## src/rtl/rabbit_serial_frame_rx.sv

```systemverilog
// rabbit_serial_frame_rx: oversampled MSB-first serial frame receiver with channel header,
// length check, inactivity timeout and one-cycle valid/error strobes.
module rabbit_serial_frame_rx #(
    parameter int FRAME_BITS     = 184,
    parameter int CH_BITS        = 2,
    parameter int TIMEOUT_CYCLES = 4096,
    parameter int SYNC_STAGES    = 2
) (
    input  logic                  CLK_50,
    input  logic                  RESET,
    input  logic                  init_key_flag,
    input  logic                  SCLK_PE_3,
    input  logic                  SDIO_PE_5,
    output logic [FRAME_BITS-1:0] frame_data,
    output logic [CH_BITS-1:0]    frame_ch,
    output logic                  frame_valid,
    output logic                  frame_err,
    output logic                  busy
);
    localparam int TOTAL = CH_BITS + FRAME_BITS;
    localparam int CW    = $clog2(TOTAL + 1);
    localparam int TW    = $clog2(TIMEOUT_CYCLES + 1);

    typedef enum logic [1:0] {IDLE, SHIFT, HOLD} state_t;

    state_t                  state_q, state_d;
    logic [SYNC_STAGES-1:0]  sclk_sync_q, sclk_sync_d;
    logic [SYNC_STAGES:0]    sdio_sync_q, sdio_sync_d;
    logic [SYNC_STAGES-1:0]  en_sync_q, en_sync_d;
    logic                    sclk_prev_q, sclk_prev_d;
    logic                    en_prev_q, en_prev_d;
    logic [CW-1:0]           cnt_q, cnt_d;
    logic [TW-1:0]           tmo_q, tmo_d;
    logic [TOTAL-1:0]        shift_q, shift_d;
    logic [FRAME_BITS-1:0]   frame_data_q, frame_data_d;
    logic [CH_BITS-1:0]      frame_ch_q, frame_ch_d;
    logic                    valid_q, valid_d;
    logic                    err_q, err_d;
    logic                    sclk_rise, en_lvl, en_fall, sdio_bit, last_edge;

    // SDIO is one stage deeper than the SCLK sync chain so it lines up with the edge compare
    assign sclk_rise = sclk_sync_q[SYNC_STAGES-1] & ~sclk_prev_q;
    assign en_lvl    = en_sync_q[SYNC_STAGES-1];
    assign en_fall   = en_prev_q & ~en_lvl;
    assign sdio_bit  = sdio_sync_q[SYNC_STAGES];
    assign last_edge = sclk_rise && (cnt_q == CW'(TOTAL - 1));

    assign frame_data  = frame_data_q;
    assign frame_ch    = frame_ch_q;
    assign frame_valid = valid_q;
    assign frame_err   = err_q;
    assign busy        = (state_q == SHIFT);

    always_comb begin
        sclk_sync_d  = {sclk_sync_q[SYNC_STAGES-2:0], SCLK_PE_3};
        sdio_sync_d  = {sdio_sync_q[SYNC_STAGES-1:0], SDIO_PE_5};
        en_sync_d    = {en_sync_q[SYNC_STAGES-2:0], init_key_flag};
        sclk_prev_d  = sclk_sync_q[SYNC_STAGES-1];
        en_prev_d    = en_sync_q[SYNC_STAGES-1];
        state_d      = state_q;
        cnt_d        = cnt_q;
        tmo_d        = tmo_q;
        shift_d      = shift_q;
        frame_data_d = frame_data_q;
        frame_ch_d   = frame_ch_q;
        valid_d      = 1'b0;
        err_d        = 1'b0;
        case (state_q)
            IDLE: begin
                if (en_fall) begin
                    state_d = SHIFT;
                    cnt_d   = '0;
                    tmo_d   = '0;
                end
            end
            SHIFT: begin
                // A final edge coinciding with enable release still completes the frame
                if (cnt_q == CW'(TOTAL)) begin
                    frame_data_d = shift_q[FRAME_BITS-1:0];
                    frame_ch_d   = shift_q[TOTAL-1 -: CH_BITS];
                    valid_d      = 1'b1;
                    state_d      = en_lvl ? IDLE : HOLD;
                end else if (en_lvl && !last_edge) begin
                    err_d   = 1'b1;
                    state_d = IDLE;
                end else if (sclk_rise) begin
                    shift_d = {shift_q[TOTAL-2:0], sdio_bit};
                    cnt_d   = cnt_q + CW'(1);
                    tmo_d   = '0;
                end else if (tmo_q == TW'(TIMEOUT_CYCLES - 1)) begin
                    err_d   = 1'b1;
                    state_d = HOLD;
                end else begin
                    tmo_d = tmo_q + TW'(1);
                end
            end
            HOLD: begin
                if (en_lvl) state_d = IDLE;
                else if (sclk_rise) err_d = 1'b1;
            end
            default: state_d = IDLE;
        endcase
    end

    always_ff @(posedge CLK_50 or posedge RESET) begin
        if (RESET) begin
            state_q      <= IDLE;
            sclk_sync_q  <= '0;
            sdio_sync_q  <= '0;
            en_sync_q    <= '1;
            sclk_prev_q  <= 1'b0;
            en_prev_q    <= 1'b1;
            cnt_q        <= '0;
            tmo_q        <= '0;
            shift_q      <= '0;
            frame_data_q <= '0;
            frame_ch_q   <= '0;
            valid_q      <= 1'b0;
            err_q        <= 1'b0;
        end else begin
            state_q      <= state_d;
            sclk_sync_q  <= sclk_sync_d;
            sdio_sync_q  <= sdio_sync_d;
            en_sync_q    <= en_sync_d;
            sclk_prev_q  <= sclk_prev_d;
            en_prev_q    <= en_prev_d;
            cnt_q        <= cnt_d;
            tmo_q        <= tmo_d;
            shift_q      <= shift_d;
            frame_data_q <= frame_data_d;
            frame_ch_q   <= frame_ch_d;
            valid_q      <= valid_d;
            err_q        <= err_d;
        end
    end
endmodule

```

## config.mk

```make
export PLATFORM = sky130hd
export DESIGN_NAME = rabbit_serial_frame_rx
export DESIGN_NICKNAME = d
export VERILOG_FILES = /design/src/rtl/rabbit_serial_frame_rx.sv
export SDC_FILE = /design/constraint.sdc
export NUM_CORES = 1
export LEC_CHECK = 0
export ABC_AREA = 1
export CORE_AREA = 2 2 172 174
export DETAILED_ROUTE_END_ITERATION = 16
export DIE_AREA = 0 0 174 176
export GPL_TIMING_DRIVEN = 0
export PLACE_DENSITY = 0.77
export SYNTH_ARGS = -nofsm -noshare
export SYNTH_HDL_FRONTEND = slang
export SYNTH_SLANG_ARGS = --single-unit
```

## constraint.sdc

```tcl
create_clock -name CLK_50 -period 16.5 [get_ports CLK_50]
set_input_delay 3.3 -clock CLK_50 [delete_from_list [all_inputs] [get_ports CLK_50]]
set_output_delay 3.3 -clock CLK_50 [all_outputs]
set_load 0.01 [all_outputs]
```

**Word level (Yosys, flattened, before mapping)**

Cells that the tools add are included.

- Register bits: 406
- Bits of input ports: 5
- Output and inout bits: 189
- Word-level logic and storage cells: 72

- $add $sub $neg: 2
- Equal/unequal tests: 13
- Muxes and demuxes: 28
- Bitwise gates (word level): 6
- Reduce and logical (&&, ||, !) cells: 10

Operator list:

| cell | count |
|---|---|
| $mux W13 | 5 |
| $mux W8 | 4 |
| $pmux W13 S2 | 1 |
| $eq A8 B8 Y1 const B | 2 |
| $pmux W8 S2 | 1 |
| $mux W2 | 7 |
| $add A13 B1 Y13 const B | 1 |
| $eq A13 B12 Y1 const B | 1 |
| $reduce_and A5 Y1 | 2 |
| $add A8 B1 Y8 const B | 1 |
| $mux W1 | 8 |
| $ne A2 B2 Y1 const B | 4 |
| $reduce_and A4 Y1 | 2 |
| $pmux W2 S3 | 1 |
| $ne A4 B1 Y1 const B | 1 |
| $ne A4 B2 Y1 const B | 1 |
| $not A1 Y1 | 4 |
| $ne A3 B3 Y1 const B | 1 |
| $and A1 B1 Y1 | 2 |
| $eq A2 B1 Y1 const B | 1 |
| $eq A2 B2 Y1 const B | 1 |
| $logic_and A1 B1 Y1 | 2 |
| $logic_not A2 Y1 | 1 |
| $ne A2 B1 Y1 const B | 1 |
| other kinds (4) | 4 |

**Longest topological paths before layout**

- Depth in word-level cells: 8
- Depth in mapped cells: 13
- Depth with buffers taken out: 11

**Worst setup path before layout**

OpenSTA, ideal clock, no wires.

- Path type: register to output
- From: reg state_q[1]
- To: out busy
- Data arrival time: 0.636 ns
- Data required time: 13.200 ns
- Slack: 12.564 ns
- Stages on the path, launching flop included: 3
- Buffers on the path: 0
- Path through: dfrtp_1 -> inv_1 -> ha_1

- Longest elaborated chain between the ends: 1

Ends and longest elaborated chain:

| what | RTL line | source |
|---|---|---|
| start, declared | 26 | `state_t state_q, state_d;` |
| start signal, assigned | 121 | `state_q <= state_d;` |
| $eq A2 B1 Y1 | 52 | `assign busy = (state_q == SHIFT);` |
| end, declared | 18 | `output logic busy` |

Every way passes these cells.

**Worst setup path in the final report**

Same ends and word-level chain as after synthesis.

==> impl_metrics.ini <==
[job]
max_cap_viol_count = 0

[power]
irDropWorstVdd_mv = 0.0739
power.static_leakage_uw = 0.00834
p_per_area_mw_per_mm2 = 107

[yosys]
synth-xor-area-share_pct = 0.335
synth_adder_area_share_pct = 0.558
syn-cell-area_mm2 = 0.0157
synth_top_family_by_area = simple AND/OR/NAND/NOR gates
synth-compound-area-share_pct = 12.6
synthMuxAreaShare_pct = 0
ys_seq_area_share_pct = 64.7
synth_ff_type = dfrtp_1
ys_types = 31
synth-edff-count = 0
netlist_instances = 1632
yosysWarnings = 0
syn_nets = 1644
syn_avg_cell_area_um2 = 9.62
synth-simple-area-share_pct = 13.1
synth-seq-cells = 406
async_reset_ff_share_pct = 100

[critical_path]
critPathLaunchType = flop
crit_buf_inv = 2
crit_slowest_cell = clkdlybuf4s50_1
path_cells = inv_1 -> ha_1 -> clkdlybuf4s50_1
r2r_end = frame_data[174]
cp-end-kind = primary output
setup.worst_path.start = state_q[1]
reg2regPathDepth = 9
crit_path_max_incr_delay_ns = 0.54
critPathKind = reg -> out
crit_required_ns = 13.20
arrival_ns = 1.73
path_max_fanout = 3
rrSetupSlack_ns = 14.32
crit_family = buffers and inverters
r2r-start = state_q[1]

[run_status]
run_status = finished, final reports clean

[clock_tree]
post_cts_resized = 0
cts_tree = built
clk_latency_ns = 0.52
cts_hold_buf = 0
clk_path_buf_depth = 3
post_cts_buffers = 0
h-tree-depth = 2
clock-sinks = 406
cts.reportedPaths.clkPinSlew_ns = 0.06
ctsRootBufferMaster = clkbuf_16
numCtsBuffers = 41

[timing]
fin_tns_setup_ns = 0
final_max_slew_viol_count = 0
grt_setup_unrepaired = no
worst_pin_slew_ns = 0.658
slew-limit-headroom_pct = 56.1
max_freq_ghz = 0.199
setup_viol = 0
fin_crit_sh_pct = 30.5
min_period_ns = 5.03
timing_hold_violations_final = 0
clock_skew_ns = 0.0164

[routing]
wirelength_um = 34300
postRouteAntennaNets = 0
wl_per_cell_um = 15.0
dr.pass1.iters = 5
vias = 11500
wl_met3_um = 2130
maxUsedRoutingLayer = met4
drc = 0
drt-met1-wl_um = 15200
avgViaCountPerCell = 5.05
met2WireLength_um = 16400
first_iter_violations = 1030

[final_layout]
final_cell_mix = nand2_1 (450), dfrtp_1 (403), o21ai_1 (224)
layout.nets = 1883
fillers = 2227
drive_gt1_share_pct = 7.58
area_growth_pct = 24.4
fin_area_mm2 = 0.0195
antenna_cells = 0
multi_input_area_mm2 = 0.00418
final_common_cell = nand2_1
seq_area_mm2 = 0.0102

[worst_hold_path]
hp-class = reg -> reg
min_path_cells = 0
hold_end = sdio_sync_q[2]
worstHoldStart = sdio_sync_q[1]

[global_route]
grt_pass1_wl_um = 56900
track_usage_pct = 22.8
antenna_found_initial = 0
grt-ovfl-total = 0
grt_max_degree = 126
grt_pass1_vias = 11400

[place]
placed_cell_area_mm2 = 0.0182
hpwlAfterDp_um = 23200
io_buffer_count = 193
place_congestion = 0.831

[floorplanning]
core_area_mm2 = 0.0285
dieArea_mm2 = 0.0306
ios = 194
rows = 62
initial_core_util_pct = 55.0
die_x_um = 174
die_height_um = 176
[cell usage after synthesis (2+ instances only)]
master    number  share of area (%)
a21oi_1        6               0.19
buf_2         31               0.99
buf_4          3               0.14
buf_6         20                1.4
buf_8          3               0.29
clkbuf_1      30               0.72
dfrtp_1      403                 64
dfstp_2        3               0.50
ha_1           7               0.56
inv_1        210                5.0
inv_2          3              0.072
nand2_1      450                 11
nand2_2        3               0.12
nand3_1       31               0.99
nand3b_1       3               0.14
nor2_1        26               0.62
nor3_1         4               0.13
o21ai_0      151                4.8
o21ai_1      224                7.1
o21ai_2        6               0.33
xnor2_1        2               0.11
xor2_1         4               0.22
[power by group]
part | leakage [µW] | internal, µW | switching (µW) | total (µW)
registers | 0.00564 | 1010 | 10.4 | 1020
logic | 0.00204 | 46.6 | 107 | 154
clock network | 0.000656 | 543 | 371 | 914
[sequential cells by signal, indices dropped and copies added (netlist names)]
register / count
cnt_q: 8
frame_err: 1
sclk_sync_q: 2
sclk_prev_q: 1
en_prev_q: 1
sdio_sync_q: 3
en_sync_q: 2
tmo_q: 13
frame_valid: 1
frame_data: 184
shift_q: 186
frame_ch: 2
state_q: 2
[through the flow]
| step | cells | setup WS (ns) | utilization, % | hold slack [ns] | power (µW) |
|---|---|---|---|---|---|
| 2_1_floorplan | 1632 | 1.91 | - | 0.331 | 1150 |
| 5_1_grt | 2284 | 11.40 | 68.4 | 0.364 | 2170 |
| 4_1_cts | 2284 | 11.44 | 68.4 | 0.350 | 2110 |
| 3_3_place_gp | 2209 | -2.36 | 63.5 | 0.333 | 1190 |
| 3_5_place_dp | 2212 | 11.28 | 63.8 | 0.337 | 1190 |
| 6_report | 2284 | 11.47 | 68.4 | 0.349 | 2090 |
[logic make-up after synthesis]
family	Yosys count
buf+inv	300
simple gates	523
fa+ha+maj	7
flops	406
xor+xnor	6
compound gates	390
[area by class of cell]
type / count / share of cell area, %
Inverter: 213 / 4.13
Clock buffer: 54 / 5.76
Sequential cell: 406 / 52.0
Tap cell: 384 / 2.46
Timing Repair Buffer: 196 / 10.3
Multi-Input combinational cell: 926 / 21.4
Buffer: 87 / 2.87
Clock inverter: 18 / 1.04
[per-layer routing]
metal  track usage, %  vias up
met5                0        -
met4             5.36        0
met3             5.40       56
met2             37.5      268
met1             31.1     5607
li1                 -     5597
[worst max path at each step]
stage                     slack, ns              end  cells past startpoint
after detailed placement      11.28  frame_data[162]                      4
final                         11.47             busy                      3
after floorplan                1.91         cnt_q[0]                      1
after CTS                     11.44             busy                      3
after global routing          11.40             busy                      3
after global placement        -2.36  frame_data[171]                      2
(Power assumes the default switching activity.)
